==> config.mk <==
export PLATFORM = sky130hd
export DESIGN_NAME = ptw_dcache_arbiter_flat
export DESIGN_NICKNAME = d
export VERILOG_FILES = /design/src/rtl/ptw_dcache_arbiter_if.sv /design/src/rtl/ptw_dcache_arbiter.sv /design/src/flat_wrapper.sv
export SDC_FILE = /design/constraint.sdc
export NUM_CORES = 1
export LEC_CHECK = 0
export ABC_AREA = 1
export ABC_CLOCK_PERIOD_IN_PS = 6000
export CORE_AREA = 2 2 145 147
export CTS_CLUSTER_SIZE = 40
export DETAILED_ROUTE_END_ITERATION = 12
export DIE_AREA = 0 0 147 149
export DONT_BUFFER_PORTS = 1
export GPL_ROUTABILITY_DRIVEN = 0
export GPL_TIMING_DRIVEN = 1
export PLACE_DENSITY_LB_ADDON = 0.08
export SLEW_MARGIN = 25
export SYNTH_ARGS = -nofsm -noshare
export SYNTH_HDL_FRONTEND = slang
export SYNTH_SLANG_ARGS = --single-unit
==> constraint.sdc <==
create_clock -name clk -period 6 [get_ports clk]
set_input_delay 1.8 -clock clk [delete_from_list [all_inputs] [get_ports clk]]
set_output_delay 1.8 -clock clk [all_outputs]
set_load 0.02 [all_outputs]
==> src/rtl/ptw_dcache_arbiter_if.sv <==
// ptw_dcache_arbiter_if: one walker <-> arbiter channel.
//   master : walker side (drives req_valid/req_paddr, receives resp_*)
//   slave  : arbiter side (receives the request, drives resp_*)
//   req_valid  level request, held until resp_done; dropping early aborts
//   req_paddr  PTE physical address (56b)
//   resp_done  1-cycle completion pulse
//   resp_error qualifies resp_done: timeout, data invalid
//   resp_data  PTE data (64b), valid only with resp_done
`ifndef DATA_TYPE__LEN
`define DATA_TYPE__LEN 2
`endif
`ifndef DATA_TYPE_D
`define DATA_TYPE_D 1
`endif

interface ptw_dcache_arbiter_if;
  logic        req_valid;
  logic [55:0] req_paddr;
  logic        resp_done;
  logic        resp_error;
  logic [63:0] resp_data;

  modport master (output req_valid, output req_paddr,
                  input resp_done, input resp_error, input resp_data);
  modport slave  (input req_valid, input req_paddr,
                  output resp_done, output resp_error, output resp_data);
endinterface

==> src/rtl/ptw_dcache_arbiter.sv <==
// ptw_dcache_arbiter: shares the DCache PTW read port between the
// instruction-side (iptw) and data-side (dptw) page-table walkers.
//   clk, rst                  clock, async active-high reset
//   iptw, dptw                walker channels (ptw_dcache_arbiter_if.slave)
//   DCache_RdReq_PTW_*        registered request to DCache (level valid)
//   DCache_RdResp_PTW_Data    PTE returned by DCache
//   DCache_RdResp_PTW_Done    1-cycle DCache completion
// Round-robin grant, one walk in flight. Completions for aborted walks are
// swallowed; a watchdog forces an error completion if DCache goes silent,
// then DRAIN absorbs a possible late done before new grants.
`ifndef DATA_TYPE__LEN
`define DATA_TYPE__LEN 2
`endif
`ifndef DATA_TYPE_D
`define DATA_TYPE_D 1
`endif

module ptw_dcache_arbiter #(
  parameter int TIMEOUT_CYCLES = 1023,
  parameter int TO_CNT_W       = 16
) (
  input  logic                       clk,
  input  logic                       rst,
  ptw_dcache_arbiter_if.slave        iptw,
  ptw_dcache_arbiter_if.slave        dptw,
  output logic                       DCache_RdReq_PTW_Valid,
  output logic [55:0]                DCache_RdReq_PTW_Paddr,
  output logic [`DATA_TYPE__LEN-1:0] DCache_RdReq_PTW_DataType,
  input  logic [63:0]                DCache_RdResp_PTW_Data,
  input  logic                       DCache_RdResp_PTW_Done
);

  typedef enum logic [1:0] {S_IDLE, S_BUSY, S_DRAIN} state_t;

  // owner / last_grant encoding: 0 = iptw, 1 = dptw
  state_t              state;
  logic                owner;
  logic                last_grant;
  logic                aborted;
  logic [TO_CNT_W-1:0] cnt;

  logic owner_vld, to_hit, busy, fwd_ok, dc_fin, to_fin, fin, gnt, any_req;

  assign DCache_RdReq_PTW_DataType = `DATA_TYPE__LEN'(`DATA_TYPE_D);

  assign owner_vld = owner ? dptw.req_valid : iptw.req_valid;
  assign to_hit    = (cnt == TO_CNT_W'(TIMEOUT_CYCLES - 1));
  assign busy      = (state == S_BUSY);
  // owner_vld also gates here so an abort in the completion cycle itself
  // is not forwarded to a walker that has already walked away
  assign fwd_ok    = busy && !aborted && owner_vld;
  assign dc_fin    = busy && DCache_RdResp_PTW_Done;
  assign to_fin    = busy && !DCache_RdResp_PTW_Done && to_hit;
  assign fin       = (dc_fin || to_fin) && fwd_ok;

  assign iptw.resp_done  = fin && !owner;
  assign iptw.resp_error = fin && !owner && to_fin;
  assign iptw.resp_data  = (fin && !owner && dc_fin) ? DCache_RdResp_PTW_Data : 64'd0;
  assign dptw.resp_done  = fin && owner;
  assign dptw.resp_error = fin && owner && to_fin;
  assign dptw.resp_data  = (fin && owner && dc_fin) ? DCache_RdResp_PTW_Data : 64'd0;

  // tie goes to whoever was not granted last
  assign any_req = iptw.req_valid || dptw.req_valid;
  assign gnt     = (iptw.req_valid && dptw.req_valid) ? !last_grant : dptw.req_valid;

  always_ff @(posedge clk or posedge rst) begin
    if (rst) begin
      state                  <= S_IDLE;
      owner                  <= 1'b0;
      last_grant             <= 1'b1;
      aborted                <= 1'b0;
      cnt                    <= '0;
      DCache_RdReq_PTW_Valid <= 1'b0;
      DCache_RdReq_PTW_Paddr <= '0;
    end else begin
      case (state)
        S_IDLE: begin
          // a done arriving here is stale and simply ignored
          if (any_req) begin
            owner                  <= gnt;
            last_grant             <= gnt;
            DCache_RdReq_PTW_Paddr <= gnt ? dptw.req_paddr : iptw.req_paddr;
            aborted                <= 1'b0;
            cnt                    <= '0;
            DCache_RdReq_PTW_Valid <= 1'b1;
            state                  <= S_BUSY;
          end
        end
        S_BUSY: begin
          // request stays up after an abort; only the response is dropped
          if (!owner_vld) aborted <= 1'b1;
          cnt <= cnt + 1'b1;
          if (DCache_RdResp_PTW_Done) begin
            DCache_RdReq_PTW_Valid <= 1'b0;
            cnt                    <= '0;
            state                  <= S_IDLE;
          end else if (to_hit) begin
            DCache_RdReq_PTW_Valid <= 1'b0;
            cnt                    <= '0;
            state                  <= S_DRAIN;
          end
        end
        S_DRAIN: begin
          cnt <= cnt + 1'b1;
          if (DCache_RdResp_PTW_Done || to_hit) begin
            cnt   <= '0;
            state <= S_IDLE;
          end
        end
        default: state <= S_IDLE;
      endcase
    end
  end

endmodule

==> src/flat_wrapper.sv <==
// flat-port wrapper written by rule: the top's interface ports become plain ports
module ptw_dcache_arbiter_flat 
#(
  parameter int TIMEOUT_CYCLES = 1023,
  parameter int TO_CNT_W       = 16
)
  (clk, rst, DCache_RdReq_PTW_Valid, DCache_RdReq_PTW_Paddr, DCache_RdReq_PTW_DataType, DCache_RdResp_PTW_Data, DCache_RdResp_PTW_Done, iptw_req_valid, iptw_req_paddr, iptw_resp_done, iptw_resp_error, iptw_resp_data, dptw_req_valid, dptw_req_paddr, dptw_resp_done, dptw_resp_error, dptw_resp_data);
  ptw_dcache_arbiter_if iptw_i ();
  ptw_dcache_arbiter_if dptw_i ();
  input  logic clk;
  input  logic rst;
  output logic DCache_RdReq_PTW_Valid;
  output logic [55:0] DCache_RdReq_PTW_Paddr;
  output logic [`DATA_TYPE__LEN-1:0] DCache_RdReq_PTW_DataType;
  input  logic [63:0] DCache_RdResp_PTW_Data;
  input  logic DCache_RdResp_PTW_Done;
  input wire logic [$bits(iptw_i.req_valid)-1:0] iptw_req_valid;
  input wire logic [$bits(iptw_i.req_paddr)-1:0] iptw_req_paddr;
  output wire logic [$bits(iptw_i.resp_done)-1:0] iptw_resp_done;
  output wire logic [$bits(iptw_i.resp_error)-1:0] iptw_resp_error;
  output wire logic [$bits(iptw_i.resp_data)-1:0] iptw_resp_data;
  input wire logic [$bits(dptw_i.req_valid)-1:0] dptw_req_valid;
  input wire logic [$bits(dptw_i.req_paddr)-1:0] dptw_req_paddr;
  output wire logic [$bits(dptw_i.resp_done)-1:0] dptw_resp_done;
  output wire logic [$bits(dptw_i.resp_error)-1:0] dptw_resp_error;
  output wire logic [$bits(dptw_i.resp_data)-1:0] dptw_resp_data;
  assign iptw_i.req_valid = iptw_req_valid;
  assign iptw_i.req_paddr = iptw_req_paddr;
  assign iptw_resp_done = iptw_i.resp_done;
  assign iptw_resp_error = iptw_i.resp_error;
  assign iptw_resp_data = iptw_i.resp_data;
  assign dptw_i.req_valid = dptw_req_valid;
  assign dptw_i.req_paddr = dptw_req_paddr;
  assign dptw_resp_done = dptw_i.resp_done;
  assign dptw_resp_error = dptw_i.resp_error;
  assign dptw_resp_data = dptw_i.resp_data;
  ptw_dcache_arbiter #(.TIMEOUT_CYCLES(TIMEOUT_CYCLES), .TO_CNT_W(TO_CNT_W)) u_core (.clk(clk), .rst(rst), .iptw(iptw_i), .dptw(dptw_i), .DCache_RdReq_PTW_Valid(DCache_RdReq_PTW_Valid), .DCache_RdReq_PTW_Paddr(DCache_RdReq_PTW_Paddr), .DCache_RdReq_PTW_DataType(DCache_RdReq_PTW_DataType), .DCache_RdResp_PTW_Data(DCache_RdResp_PTW_Data), .DCache_RdResp_PTW_Done(DCache_RdResp_PTW_Done));
endmodule
==> flow_summary.ini <==
[yosys]
yosysWarnings = 0
yosysUniqueCellTypes = 29
synth_compound_area_share_pct = 12.3
synthMuxAreaShare_pct = 0
synth-async-reset-ratio_pct = 100
synth_xor_area_share_pct = 0.873
synth_edf_count = 0
synth_top_family_by_area = simple AND/OR/NAND/NOR gates
synthCells = 723
syn_avg_cell_area_sq_um = 6.94
yosys.area_share.simple_pct = 34.1
yosysSeqAreaShare_pct = 38.9
ys.flop_type = dfrtp_1
ys_seq_elements = 78
synth_nets = 910
synth_area_sq_um = 5020
synth-adder-area-share_pct = 1.50

[global_route]
grt_usage_pct = 14.0
grt_pass1_vias = 4192
grt_max_degree = 65
met2_usage_pct = 23.5
antenna_found_initial = 0
grt_first_pass_wirelength_microns = 23800
grt_use_met3_pct = 4.28
grt-busiest-layer = met2
met1_usage_pct = 17.3
grt-ovfl-total = 0

[route]
totalWireLength_microns = 16400
drt_iter0_drc = 194
wl_per_cell_microns = 16.6
drc = 0
antenna_left = 0
viasPerCell = 4.56
firstDrtPassIters = 4
vias = 4491

[layout]
final_common_cell = nor2_1
antenna_cells = 0
post-route-util_pct = 26.9
area_delta_synth_final_pct = 10.2
fillCellCount = 2241
multiInputGateArea_sq_um = 2470
nets = 892
regArea_sq_um = 1950
drive_gt1_share_pct = 15.1
final_cell_mix = nor2_1 (157), nand2_1 (116), o21ai_0 (105)

[sta]
final.setup.tns_ps = 0
relSlewSlack_pct = 48.7
timing.hold.ws_ps = 468
rsz0062_at_grt = false
slew_viol_final = 0
setup_viol = 0
period_share_pct = 86.8
fmax_mhz = 192
final_hold_viol_count = 0
finalCriticalPeriod_ps = 5210
finClkSkew_ps = 7.32
tightest_slew_ps = 769

[clocking]
cts_root_buf = clkbuf_16
clk_latency_ps = 340
ctsResizeCount = 0
clock_path_buffers = 2
cts_max_level = 3
cts_made_buffers = 9
cts_tree = built
postCtsSetupBuffers = 0
clk_pin_slew_worst_paths_ps = 60
cts_hold_buf = 0
cts_sinks = 78

[setup_path]
critPathMaxFanout = 64
cp.arrival_ps = 3410
critical_path_class = input port to primary output
max_stage_delay_ps = 490
start_kind = input port
r2r_slack_ps = 3710
cp_cell_sequence = inv_2 > a21oi_1 > o21ai_1 > nor2_2 > nand2_4 > nor2_4 > nand2_4 > nor2_1
cp_slowest_cell = nor2_1
required_ps = 4200
reg2regPathDepth = 8
cp-end-kind = primary output
r2r-start = u_core.state[0]
crit_path_frequent_cell = nand2_4
startpoint = dptw_req_valid

[floorplanning]
die-width_microns = 147
core_sq_um = 20600
ios = 372
start_util_pct = 24.4
dieArea_sq_um = 21900
rows = 53
die_h_microns = 149

[power]
p_leak_uw = 0.00264
power_density_nw_per_um2 = 445
ir_drop_v = 0.000163

[job]
cap_violations = 0

[placed_design]
hpwlAfterDp_microns = 12500
port_buffers = 0

[hold_path]
hold_path.class = flop to flop
min_path_cells = 2
min-delay-start = u_core.last_grant

[status]
status = complete, no violations
## power breakdown
part / internal [uW] / switching (uW)
Clock: 329 / 237
Sequential: 748 / 424
Combinational: 211 / 511
Total: 1290 / 1170
## synthesized netlist by cell type (5+ instances only)
| cell type | instances | area share (%) |
|---|---|---|
| clkbuf_1 | 19 | 1.4 |
| o21ai_1 | 14 | 1.4 |
| buf_6 | 12 | 2.7 |
| inv_1 | 91 | 6.8 |
| nand3_1 | 19 | 1.9 |
| o21ai_0 | 105 | 10 |
| nor2_2 | 53 | 6.6 |
| nor2_1 | 157 | 12 |
| dfrtp_1 | 77 | 38 |
| ha_1 | 6 | 1.5 |
| nor2_4 | 11 | 2.5 |
| nand4_1 | 5 | 0.62 |
| nand2_1 | 117 | 8.8 |
## cell families after synthesis
logic type / after synthesis
AO/OA/AOI/OAI: 123
XOR/XNOR: 5
adder cells (fa/ha/maj): 6
buffers and inverters: 135
flip-flops: 78
other: 2
AND/OR/NAND/NOR: 374
## routing by layer
layer	part of all wire (%)	vias up
li1	-	2173
met1	41	2038
met2	48	265
met3	8.8	15
met4	2.0	0
met5	0	-
## cell type report
class | count | area share, %
inverter | 95 | 6.47
timing repair buffer | 11 | 1.72
clock buffer | 9 | 4.07
tap | 275 | 6.22
multi-input combinational | 510 | 44.7
clock inverter | 7 | 1.47
sequential | 78 | 35.3
## critical path, delay by kind of cell
family / cells / cell delay [ps]
and+or+nand+nor: 5 / 1320
buffers and inverters: 1 / 20
AOI/OAI and AO/OA: 2 / 220
## metrics by stage
| stage | std cells | power (uW) | instance area [sq um] | worst slack [ps] |
|---|---|---|---|---|
| after floorplan | 723 | 1680 | 5020 | 1210 |
| after global placement | 969 | 1930 | 5220 | 809 |
| after detailed placement | 969 | 1920 | 5220 | 777 |
| after CTS | 985 | 2510 | 5530 | 775 |
| after global routing | 985 | 2660 | 5530 | 649 |
| final | 985 | 2460 | 5530 | 791 |
## sequential cells by signal (all words and copies together) (netlist names)
signal and flops:
u_core.state 2, u_core.last_grant 1, u_core.DCache_RdReq_PTW_Paddr 56, u_core.aborted 1, u_core.cnt 16, u_core.DCache_RdReq_PTW_Valid 1
u_core.owner 1
## path summary, 6_finish.rpt
kind | end
setup / recovery | dptw_resp_data[15]
hold / removal | u_core.last_grant
setup reg to reg | u_core.cnt[9]
hold reg to reg | u_core.last_grant
max in group asynchronous | u_core.DCache_RdReq_PTW_Paddr[15]
min in group asynchronous | u_core.DCache_RdReq_PTW_Paddr[21]
Note: power is estimated with default switching activity, not from simulation.
